## src/rtl/alu_operand_loader.sv

```systemverilog
// ---------------------------------------------------------------------------
// alu_operand_loader
//   Operator-side front end for a 4-bit combinational ALU. One debounced
//   push-button steps through LOAD_A -> LOAD_B -> LOAD_OP. Each step latches
//   the switches into a registered ALU input. After the op is loaded, one EXEC
//   cycle captures the ALU flags. The carry/borrow of an add/sub can be
//   chained into Cin for the next operation.
//
// Ports
//   clk        system clock, all state on rising edge
//   rst_n      asynchronous active-low reset
//   btn_n      step button, active-low, asynchronous and bouncy
//   sw         4-bit operand switches
//   sel_sw     3-bit operation switches (111 = no-op)
//   flag_o/c/z/e  ALU overflow, carry/borrow, zero and error flags
//   A, B, Sel, Cin  registered ALU inputs
//   flags_led  captured {O,C,Z,E} of the last executed operation
//   stage_led  one-hot step: [0] LOAD_A, [1] LOAD_B, [2] LOAD_OP, 000 otherwise
//   done       1-cycle pulse when the flags are captured
// ---------------------------------------------------------------------------
module alu_operand_loader #(
  parameter int DEBOUNCE_CYCLES = 500000,
  parameter bit CHAIN_CIN       = 1'b1
) (
  input  logic       clk,
  input  logic       rst_n,
  input  logic       btn_n,
  input  logic [3:0] sw,
  input  logic [2:0] sel_sw,
  input  logic       flag_o,
  input  logic       flag_c,
  input  logic       flag_z,
  input  logic       flag_e,
  output logic [3:0] A,
  output logic [3:0] B,
  output logic [2:0] Sel,
  output logic       Cin,
  output logic [3:0] flags_led,
  output logic [2:0] stage_led,
  output logic       done
);

  localparam int CW = (DEBOUNCE_CYCLES > 1) ? $clog2(DEBOUNCE_CYCLES + 1) : 1;
  localparam logic [CW-1:0] CNT_LAST = CW'(DEBOUNCE_CYCLES - 1);

  typedef enum logic [2:0] {
    S_LOAD_A  = 3'd0,
    S_LOAD_B  = 3'd1,
    S_LOAD_OP = 3'd2,
    S_EXEC    = 3'd3,
    S_SHOW    = 3'd4
  } state_t;

  // -------------------------------------------------------------------------
  // Button path: 2-FF synchroniser followed by a stability-count debouncer.
  // -------------------------------------------------------------------------
  logic          sync1_q, sync2_q;
  logic          deb_q;
  logic [CW-1:0] cnt_q;
  logic          step_q;

  always_ff @(posedge clk or negedge rst_n) begin
    if (!rst_n) begin
      sync1_q <= 1'b1;
      sync2_q <= 1'b1;
      deb_q   <= 1'b1;
      cnt_q   <= '0;
      step_q  <= 1'b0;
    end else begin
      sync1_q <= btn_n;
      sync2_q <= sync1_q;
      step_q  <= 1'b0;
      if (sync2_q == deb_q) begin
        cnt_q <= '0;
      end else if (cnt_q == CNT_LAST) begin
        // The DEBOUNCE_CYCLES-th consecutive differing cycle: accept the
        // level. A step is only produced on the press (1 -> 0) direction.
        deb_q  <= sync2_q;
        cnt_q  <= '0;
        step_q <= ~sync2_q;
      end else begin
        cnt_q <= cnt_q + CW'(1);
      end
    end
  end

  // -------------------------------------------------------------------------
  // Sequencer with registered ALU inputs and captured flags.
  // -------------------------------------------------------------------------
  state_t     state_q;
  logic [3:0] a_q, b_q;
  logic [2:0] sel_q;
  logic       cin_q;
  logic [3:0] flags_q;
  logic       done_q;

  always_ff @(posedge clk or negedge rst_n) begin
    if (!rst_n) begin
      state_q <= S_LOAD_A;
      a_q     <= 4'd0;
      b_q     <= 4'd0;
      sel_q   <= 3'b111;
      cin_q   <= 1'b0;
      flags_q <= 4'd0;
      done_q  <= 1'b0;
    end else begin
      done_q <= 1'b0;
      case (state_q)
        S_LOAD_A: if (step_q) begin
          a_q     <= sw;
          state_q <= S_LOAD_B;
        end
        S_LOAD_B: if (step_q) begin
          b_q     <= sw;
          state_q <= S_LOAD_OP;
        end
        S_LOAD_OP: if (step_q) begin
          sel_q   <= sel_sw;
          state_q <= S_EXEC;
        end
        S_EXEC: begin
          // Inputs have been stable for this whole cycle, so the
          // combinational ALU result is settled by the closing edge.
          flags_q <= {flag_o, flag_c, flag_z, flag_e};
          done_q  <= 1'b1;
          if (CHAIN_CIN && (sel_q == 3'b000 || sel_q == 3'b001))
            cin_q <= flag_c;
          state_q <= S_SHOW;
        end
        S_SHOW: if (step_q) begin
          state_q <= S_LOAD_A;
        end
        default: state_q <= S_LOAD_A;
      endcase
    end
  end

  always_comb begin
    stage_led = 3'b000;
    case (state_q)
      S_LOAD_A:  stage_led = 3'b001;
      S_LOAD_B:  stage_led = 3'b010;
      S_LOAD_OP: stage_led = 3'b100;
      default:   stage_led = 3'b000;
    endcase
  end

  assign A         = a_q;
  assign B         = b_q;
  assign Sel       = sel_q;
  assign Cin       = cin_q;
  assign flags_led = flags_q;
  assign done      = done_q;

endmodule

```

## config.mk

```make
export PLATFORM = sky130hd
export DESIGN_NAME = alu_operand_loader
export DESIGN_NICKNAME = d
export VERILOG_FILES = /design/src/rtl/alu_operand_loader.sv
export SDC_FILE = /design/constraint.sdc
export NUM_CORES = 1
export LEC_CHECK = 0
export CORE_ASPECT_RATIO = 0.8
export CORE_UTILIZATION = 45
export DETAILED_ROUTE_END_ITERATION = 8
export PLACE_DENSITY = 0.75
export SETUP_SLACK_MARGIN = 0.02
export SLEW_MARGIN = 20
export SYNTH_ARGS = -nofsm -noshare
export SYNTH_HDL_FRONTEND = slang
export SYNTH_SLANG_ARGS = --single-unit
```

## constraint.sdc

```tcl
create_clock -name clk -period 1.6 [get_ports clk]
set_input_delay 0.16 -clock clk [delete_from_list [all_inputs] [get_ports clk]]
set_output_delay 0.16 -clock clk [all_outputs]
set_load 0.1 [all_outputs]
```

; Word level (Yosys, flattened, before mapping)
; Cells that the tools add are included.
[classes]
add_sub_neg = 1
eq_ne = 11
mux = 11
bitwise_logic = 2
reduce_logical = 9
[op_table]
columns = cell, n
row1 = 2-to-1 mux 19 bit, 2
row2 = "adder 19 x 1 -> 19 bit, second input constant", 1
row3 = "equality test 19 bit, second input constant", 1
row4 = case mux 3 bit (5 select lines), 1
row5 = 2-to-1 mux 3 bit, 4
row6 = AND reduction 2 bit, 5
row7 = case mux 3 bit (3 select lines), 1
row8 = "inequality test 2 bit, second input constant", 4
row9 = "equality test 3 x 1 -> 1 bit, second input constant", 2
row10 = "equality test 3 x 2 -> 1 bit, second input constant", 2
row11 = zero test 3 bit, 2
row12 = AND reduction 4 bit, 1
row13 = "equality test 3 bit, second input constant", 1
row14 = 2-to-1 mux 1 bit, 3
row15 = inverter 1 bit, 2
row16 = equality test 1 bit, 1
row17 = logical OR 1 bit, 1
[totals]
register_bits = 43
in_bits = 14
out_inout_bits = 20
wordCells = 46

; Depth between registers and ports, before layout
; Gate-level depths: netlist of run 1.
[depth]
word_depth = 3
mapped_depth = 7
depth_no_buf = 5

; Least setup slack after synthesis of run 1
; OpenSTA, ideal clock, no wires.
[synth_path]
path_type = register -> register
start = register state_q[0]
end = register b_q[0], in the netlist B[0]
setup_time_ps = 125
t_arrival_ps = 3368
required_time_ps = 1475
setup_slack_ps = -1894
path_stages_with_launch = 6
n_path_buf = 1
synth_period_minus_slack_ps = 3494
cell_sequence = dfrtp_1 inv_1 nor3_1 and2_1 clkbuf_1 mux2_2
[synth_via]
elab_chain_cells = 2
[synth_rtl]
columns = element, line_no
row1 = "start, declared", 90  ; state_t state_q;
row2 = "start signal, assigned", 99  ; state_q <= S_LOAD_A;
row3 = "start signal, assigned", 111  ; state_q <= S_LOAD_B;
row4 = "start signal, assigned", 115  ; state_q <= S_LOAD_OP;
row5 = equality test 3 x 1 -> 1 bit, 108  ; case (state_q)
row6 = AND reduction 2 bit (no source line), -
row7 = "end signal, assigned", 114  ; b_q <= sw;
row8 = "end, declared", 91  ; logic [3:0] a_q, b_q;
; Every way passes these cells.
; A chain may end at the register's enable or synchronous reset.

; Worst setup path in the final report of run 1
[layout_path]
start = register cnt_q[10]
end = register deb_q
[layout_via]
elab_chain_cells = 2
[layout_rtl]
columns = element, line_no
row1 = "start, declared", 59  ; logic [CW-1:0] cnt_q;
row2 = "start signal, assigned", 82  ; cnt_q <= cnt_q + CW'(1);
row3 = equality test 19 bit, 75  ; end else if (cnt_q == CNT_LAST) begin
row4 = AND reduction 2 bit (no source line), -
row5 = "end signal, assigned", 78  ; deb_q <= sync2_q;
row6 = "end, declared", 58  ; logic deb_q;
; Every way passes these cells.

==> reports/results.ini, run 1 <==
[outcome]
status=finished, violations left
violations=negative setup slack

[clocking]
clk_latency_ns=0.30
cts_buffer_depth=2
cts_tree=built
root_buffer=clkbuf_8
numClockSinks=43
path_clk_slew_ns=0.07
cts_buffers=5
htree_levels=2

[synth]
synth.avg_cell_area_um2=11.78
syn_nets=176
ys_ff_latch=43
seq_area_frac_synth_pct=57.12
yosysUniqueCellTypes=36
netlist_instances=161
ys_warn_count=0
ys.flop_type=dfrtp_1
netlist_area_um2=1897
synth_edf_count=0
synthArstFlopShare_pct=100.0

[pwr]
power.density_nw_per_um2=595.4
cellInternalPower_mw=1.475
switching_share_pct=22.09
ir_drop_mv=0.5714
leakage_nw=1.371
seqPwrFrac_pct=58.3
p_comb_share_pct=6.7
p_sw_uw=418.2
clkPwrFrac_pct=34.9
power_mw=1.893

[sta]
finClkSkew_ns=0.004853
fmax_mhz=556.6
drv_slew=0
rsz0062_at_grt=true
min_period_over_period_pct=112.3
final.min_clock_period_ns=1.797
setup_viol=20
fin_ws_ns=-0.1965
tightestPinTransition_ns=0.5538
hold_violations=0
relSlewSlack_pct=63.08

[place]
gp_congestion=0.8720
dp_hpwl_um=3330
post-place-ws_ns=-0.1768
numPortBuffers=33

[flow_run]
drv_cap=0

[final_layout]
layout_commonest_cell=dfrtp_1
area_growth_pct=67.61
finalNetCount=253
n_antenna_cell=0
mostFrequentLayoutCells=dfrtp_1 (34), buf_4 (32), buf_12 (22), nand2_1 (19)
regArea_um2=1087
multi_input_area_um2=1049
fill_cells=215
drive_gt1_share_pct=55.23

[critical_path]
startpoint_type=flop
cp_data_required_time_ns=1.83
ff2ff_path_depth=4
path_max_fanout=3
worstSetupPathType=flop to flop
end_kind=flop
arrival_ns=2.03

[global_routing]
grt_pass1_wl_um=8314
grt_max_degree=27
gr-total-overflow=0
grt_util_all_layers_pct=26.23
grt_pass1_vias=1637
antenna_found_initial=0

[routing]
via_count=1628
first_iter_violations=113
drt_pass1_iterations=4
drt-met1-wl_um=2212
drc=0
wl_met2_um=2990
met3_length_um=357
routed.top_layer=met4
wl_per_cell_um=19.67
ant_nets=0
finalWirelength_um=5784
drt-vias-per-instance=5.537

[hold_path]
hold-path-cell-count=1
hold_path_class=primary input to flop

[die]
io_pins=34
fp.dieH_um=60.07
start_util_pct=48.59
coreArea_um2=3904
die_x_um=74.59
core.rowCount=20
die-area_um2=4480

[per-layer routing]
layer | track usage, % | up-vias
li1 | - | 711
met1 | 33.37 | 834
met2 | 43.37 | 62
met3 | 7.251 | 21
met4 | 8.895 | 0
met5 | 0 | -
[flip-flops by register name, indices dropped and copies added (netlist names)]
| register | count |
|---|---|
| flags_led | 4 |
| sync2_q | 1 |
| deb_q | 1 |
| Sel | 3 |
| A | 4 |
| state_q | 3 |
| done | 1 |
| Cin | 1 |
| B | 4 |
| cnt_q | 19 |
| sync1_q | 1 |
| step_q | 1 |
[cells in the mapped netlist, types with 2 or more instances]
| library cell | count | area [µm²] |
|---|---|---|
| nor2_1 | 13 | 48.80 |
| a21oi_1 | 6 | 30.03 |
| inv_1 | 2 | 7.510 |
| xor2_1 | 11 | 96.34 |
| nand3b_1 | 2 | 15.01 |
| mux2_2 | 12 | 135.1 |
| dfrtp_1 | 37 | 925.9 |
| or3_1 | 3 | 18.77 |
| nor3_1 | 4 | 20.02 |
| and4_1 | 3 | 26.28 |
| nor3b_1 | 2 | 15.01 |
| o21ai_0 | 3 | 15.01 |
| and2_1 | 4 | 25.02 |
| or4_1 | 2 | 15.01 |
| nand4_1 | 5 | 31.28 |
| dfstp_2 | 6 | 157.7 |
| xnor2_1 | 2 | 17.52 |
| nand2_1 | 19 | 71.32 |
| nand3_1 | 7 | 35.03 |
| o31ai_1 | 2 | 15.01 |
[worst paths after layout]
check | start | endpoint | slack, ns
hold / removal | btn_n | sync1_q | 0.27
max in group asynchronous | rst_n | deb_q | 0.60
hold reg to reg | sync1_q | sync2_q | 0.36
min in group asynchronous | rst_n | flags_led[2] | 0.38
setup / recovery | cnt_q[10] | deb_q | -0.20
setup reg to reg | cnt_q[10] | deb_q | -0.20
[stage by stage]
step,cell area [µm²],TNS (ns),util (%),hold slack (ns),std cells
final,3179,-2.425,81.44,0.2704,294
after global routing,3179,-3.640,81.44,0.2542,294
after CTS,3062,-0.4923,78.43,0.2574,292
after detailed placement,2809,-0.6920,71.96,0.1879,276
after global placement,2809,-0.3179,71.96,0.1685,276
after floorplan,2013,-5.571,-,-0.1356,161
[logic make-up (layout without fill, tap and decap cells)]
group / count (synthesis) / in the layout / share of synthesized area, %
and+or+nand+nor: 73 / 73 / 22.16
DFF: 43 / 43 / 57.12
xor gates and xnor gates: 13 / 13 / 6.003
muxes: 13 / 13 / 7.915
AOI/OAI and AO/OA: 12 / 12 / 4.287
buffers and inverters: 6 / 84 / 1.847
adders and majority gates: 1 / 1 / 0.6595
[timing repair]
action,CTS,global route
setup buffers,7,5
setup endpoints to repair,20,20
gates resized for setup,23,31
pin swaps,9,13
cloned,1,0
endpoints found under the hold margin,19,0
hold buffers,1,0
[power groups by stage]
| stage | Sequential (mW) | Clock, mW | Combinational, mW |
|---|---|---|---|
| 2_1_floorplan | 1.12 | 0 | 0.0229 |
| 3_3_place_gp | 1.12 | 0 | 0.0994 |
| 3_5_place_dp | 1.12 | 0 | 0.105 |
| 4_1_cts | 1.10 | 0.674 | 0.128 |
| 5_1_grt | 1.10 | 0.726 | 0.138 |
| 6_report | 1.10 | 0.661 | 0.127 |
[area by class of cell]
type,instances,share of cell area [%]
Clock buffer,8,2.519
Timing Repair Buffer,74,27.90
Multi-Input combinational cell,112,32.98
Inverter,2,0.2361
Tap cell,55,2.165
Sequential cell,43,34.20
[worst max-delay path, stage by stage (launching register included)]
cell	delay, ns
dfrtp_1	0.42
nor4b_4	0.33
nand2_1	0.11
or4b_4	0.55
mux2_4	0.32
No activity file was read; power rests on OpenSTA's default activity.
==> run 2, diff against run 1 <==
--- a/config.mk
+++ b/config.mk
@@ -5,10 +5,13 @@
 export SDC_FILE = /design/constraint.sdc
 export NUM_CORES = 1
 export LEC_CHECK = 0
+export CELL_PAD_IN_SITES_DETAIL_PLACEMENT = 1
+export CELL_PAD_IN_SITES_GLOBAL_PLACEMENT = 1
 export CORE_ASPECT_RATIO = 0.8
-export CORE_UTILIZATION = 45
+export CORE_UTILIZATION = 37
 export DETAILED_ROUTE_END_ITERATION = 8
-export PLACE_DENSITY = 0.75
+export GPL_TIMING_DRIVEN = 0
+export PLACE_DENSITY = 0.77
 export SETUP_SLACK_MARGIN = 0.02
 export SLEW_MARGIN = 20
 export SYNTH_ARGS = -nofsm -noshare
==> reports/results.ini, run 2 (synthesized netlist as in run 1, its figures left out) <==
[pwr]
p_sw_uw=462.8  ; +11%
clkPwrFrac_pct=35.2  ; +0.3 points
switching_share_pct=23.68  ; +1.6 points
seqPwrFrac_pct=56.7  ; -1.6 points
power.density_nw_per_um2=641.4  ; +7.7%
p_comb_share_pct=8.1  ; +1.4 points
cellInternalPower_mw=1.491  ; +1.1%
leakage_nw=1.303  ; -5.0%
ir_drop_mv=0.3798  ; -34%

[final_layout]
mostFrequentLayoutCells=dfrtp_1 (27), buf_4 (27), nand2_1 (18), clkdlybuf4s15_2 (14)
n_antenna_cell=0  ; unchanged
top_register=cnt_q
fill_cells=490  ; +130%
drive_gt1_share_pct=58.58  ; +3.3 points
largest_reg_flops=19  ; unchanged
finalNetCount=253  ; unchanged
area_growth_pct=60.62

[hold_path]
hold_path_class=primary input to flop

[critical_path]
cp_data_required_time_ns=1.83  ; about the same
startpoint_type=flop
worstSetupPathType=flop to flop
cp.buffers_inverters=0  ; unchanged
cpPeakStageDelay_ns=0.57  ; +0.02 ns
arrival_ns=2.05  ; +0.02 ns
crit_slowest_cell=or4b_4
path_cells=nor4_4 -> nand2_1 -> or4b_4 -> mux2_4
end_kind=flop
path_delay_family=simple AND/OR/NAND/NOR gates
path_max_fanout=3  ; unchanged

[global_routing]
grt_util_all_layers_pct=23.68  ; -2.6 points
grt_max_degree=29  ; +7.4%
gr-total-overflow=0  ; unchanged
grt_pass1_vias=1713  ; +4.6%
grt_pass1_wl_um=9163  ; +10%
antenna_found_initial=0  ; unchanged

[place]
gp_congestion=0.7939  ; -9.0%
post-place-ws_ns=-0.4495  ; -0.2727 ns
numPortBuffers=33  ; unchanged
dp_hpwl_um=3016  ; -9.4%

[sta]
min_period_over_period_pct=113.8  ; +1.5 points
drv_slew=0  ; unchanged
tightestPinTransition_ns=0.5720  ; +0.01816 ns
fin_ws_ns=-0.2209  ; -0.02434 ns
setup_viol=20  ; unchanged
relSlewSlack_pct=62.05  ; -1.0 points
final.min_clock_period_ns=1.821  ; +0.02434 ns
finClkSkew_ns=0.007093  ; +0.002240 ns
hold_slack_ns=0.2650  ; -0.005414 ns
hold_violations=0  ; unchanged
fmax_mhz=549.2  ; -1.3%
rsz0062_at_grt=true

[routing]
wl_met2_um=3142  ; +5.1%
ant_nets=0  ; unchanged
first_iter_violations=40  ; -65%
finalWirelength_um=6340  ; +9.6%
via_count=1597  ; -1.9%
drt_pass1_iterations=4  ; unchanged
drt-met1-wl_um=2844  ; +29%
routed.top_layer=met4
met3_length_um=277  ; -22%
drc=0  ; unchanged
wl_per_cell_um=21.20  ; +7.8%
drt-vias-per-instance=5.341  ; -3.5%

[die]
io_pins=34  ; unchanged
fp.dieH_um=66.04  ; +9.9%
die-area_um2=5419  ; +21%
core.rowCount=22  ; +10%
die_x_um=82.05  ; +10%
start_util_pct=39.83  ; -8.8 points
coreArea_um2=4762  ; +22%

[clocking]
cts_buffer_depth=2  ; unchanged
path_clk_slew_ns=0.09  ; +0.02 ns
cts_tree=built
root_buffer=clkbuf_8
clk_latency_ns=0.30  ; about the same
numClockSinks=43  ; unchanged
cts_buffers=5  ; unchanged
htree_levels=2  ; unchanged

[outcome]
violations=negative setup slack
status=finished, violations left

[flow_run]
drv_cap=0  ; unchanged

[run 2: cell count changes in the layout (fill, tap and decap cells not counted), sizes merged]
cell / previous run / this run
buf: 61 / 44
clkdlybuf4s15: 0 / 14
clkinv: 0 / 1
clkdlybuf4s18: 0 / 2
[run 2: path summary, 6_finish.rpt]
| kind | start | end | slack, ns | cells after the start |
|---|---|---|---|---|
| setup / recovery | cnt_q[12] | deb_q | -0.22 | 4 |
| hold / removal | btn_n | sync1_q | 0.26 | 1 |
| setup reg to reg | cnt_q[12] | deb_q | -0.22 | 4 |
| hold reg to reg | sync1_q | sync2_q | 0.39 | 0 |
| max in group asynchronous | rst_n | deb_q | 0.70 | 3 |
| min in group asynchronous | rst_n | done | 0.33 | 2 |
[run 2: power groups by stage]
stage	sequential [mW]	combinational (mW)	clock [mW]
after floorplan	1.12	0.0229	0
after global placement	1.13	0.0804	0
after detailed placement	1.13	0.0888	0
after CTS	1.11	0.132	0.679
after global routing	1.11	0.168	0.736
final	1.11	0.158	0.687
[run 2: per-stage QoR]
| step | TNS, ns | util, % | std cells | cell area (µm²) | total power, mW |
|---|---|---|---|---|---|
| 2_1_floorplan | -5.571 | - | 161 | 2013 | 1.147 |
| 3_3_place_gp | -31.09 | 50.79 | 254 | 2419 | 1.206 |
| 3_5_place_dp | -5.938 | 51.10 | 255 | 2434 | 1.216 |
| 4_1_cts | -1.381 | 58.99 | 290 | 2809 | 1.916 |
| 5_1_grt | -3.260 | 63.98 | 299 | 3047 | 2.013 |
| 6_report | -2.318 | 63.98 | 299 | 3047 | 1.954 |
[run 2: cell type report]
cell class / count / area, µm² / share of cell area [%]
flip-flops and latches: 43 / 1096 / 35.98
multi-input cells: 112 / 1062 / 34.87
repair buffers: 70 / 668.1 / 21.93
clock buffers: 7 / 76.32 / 2.505
well taps: 60 / 75.07 / 2.464
plain buffers: 4 / 56.30 / 1.848
inverters: 2 / 7.507 / 0.2464
clock inverters: 1 / 5.005 / 0.1643
[run 2: timing repair]
item / in CTS / in global routing
hold buffers: 1 / 0
gates cloned: 1 / 0
buffers inserted: 25 / 12
pin swaps: 9 / 22
gates resized for setup: 90 / 52
hold endpoints to repair: 13 / 0
endpoints found under the setup margin: 40 / 25
[run 2: metal layers]
metal / vias up / GRT usage (%)
met5: - / 0
met4: 0 / 8.553
met2: 39 / 39.36
li1: 712 / -
met3: 7 / 5.931
met1: 839 / 29.56
==> run 3, diff against run 2 <==
--- a/config.mk
+++ b/config.mk
@@ -11,6 +11,7 @@
 export CORE_UTILIZATION = 37
 export DETAILED_ROUTE_END_ITERATION = 8
 export GPL_TIMING_DRIVEN = 0
+export HOLD_SLACK_MARGIN = 0.15
 export PLACE_DENSITY = 0.77
 export SETUP_SLACK_MARGIN = 0.02
 export SLEW_MARGIN = 20
==> results of run 3 <==
No change in the layout: final DEF, timing and power equal those of run 2.
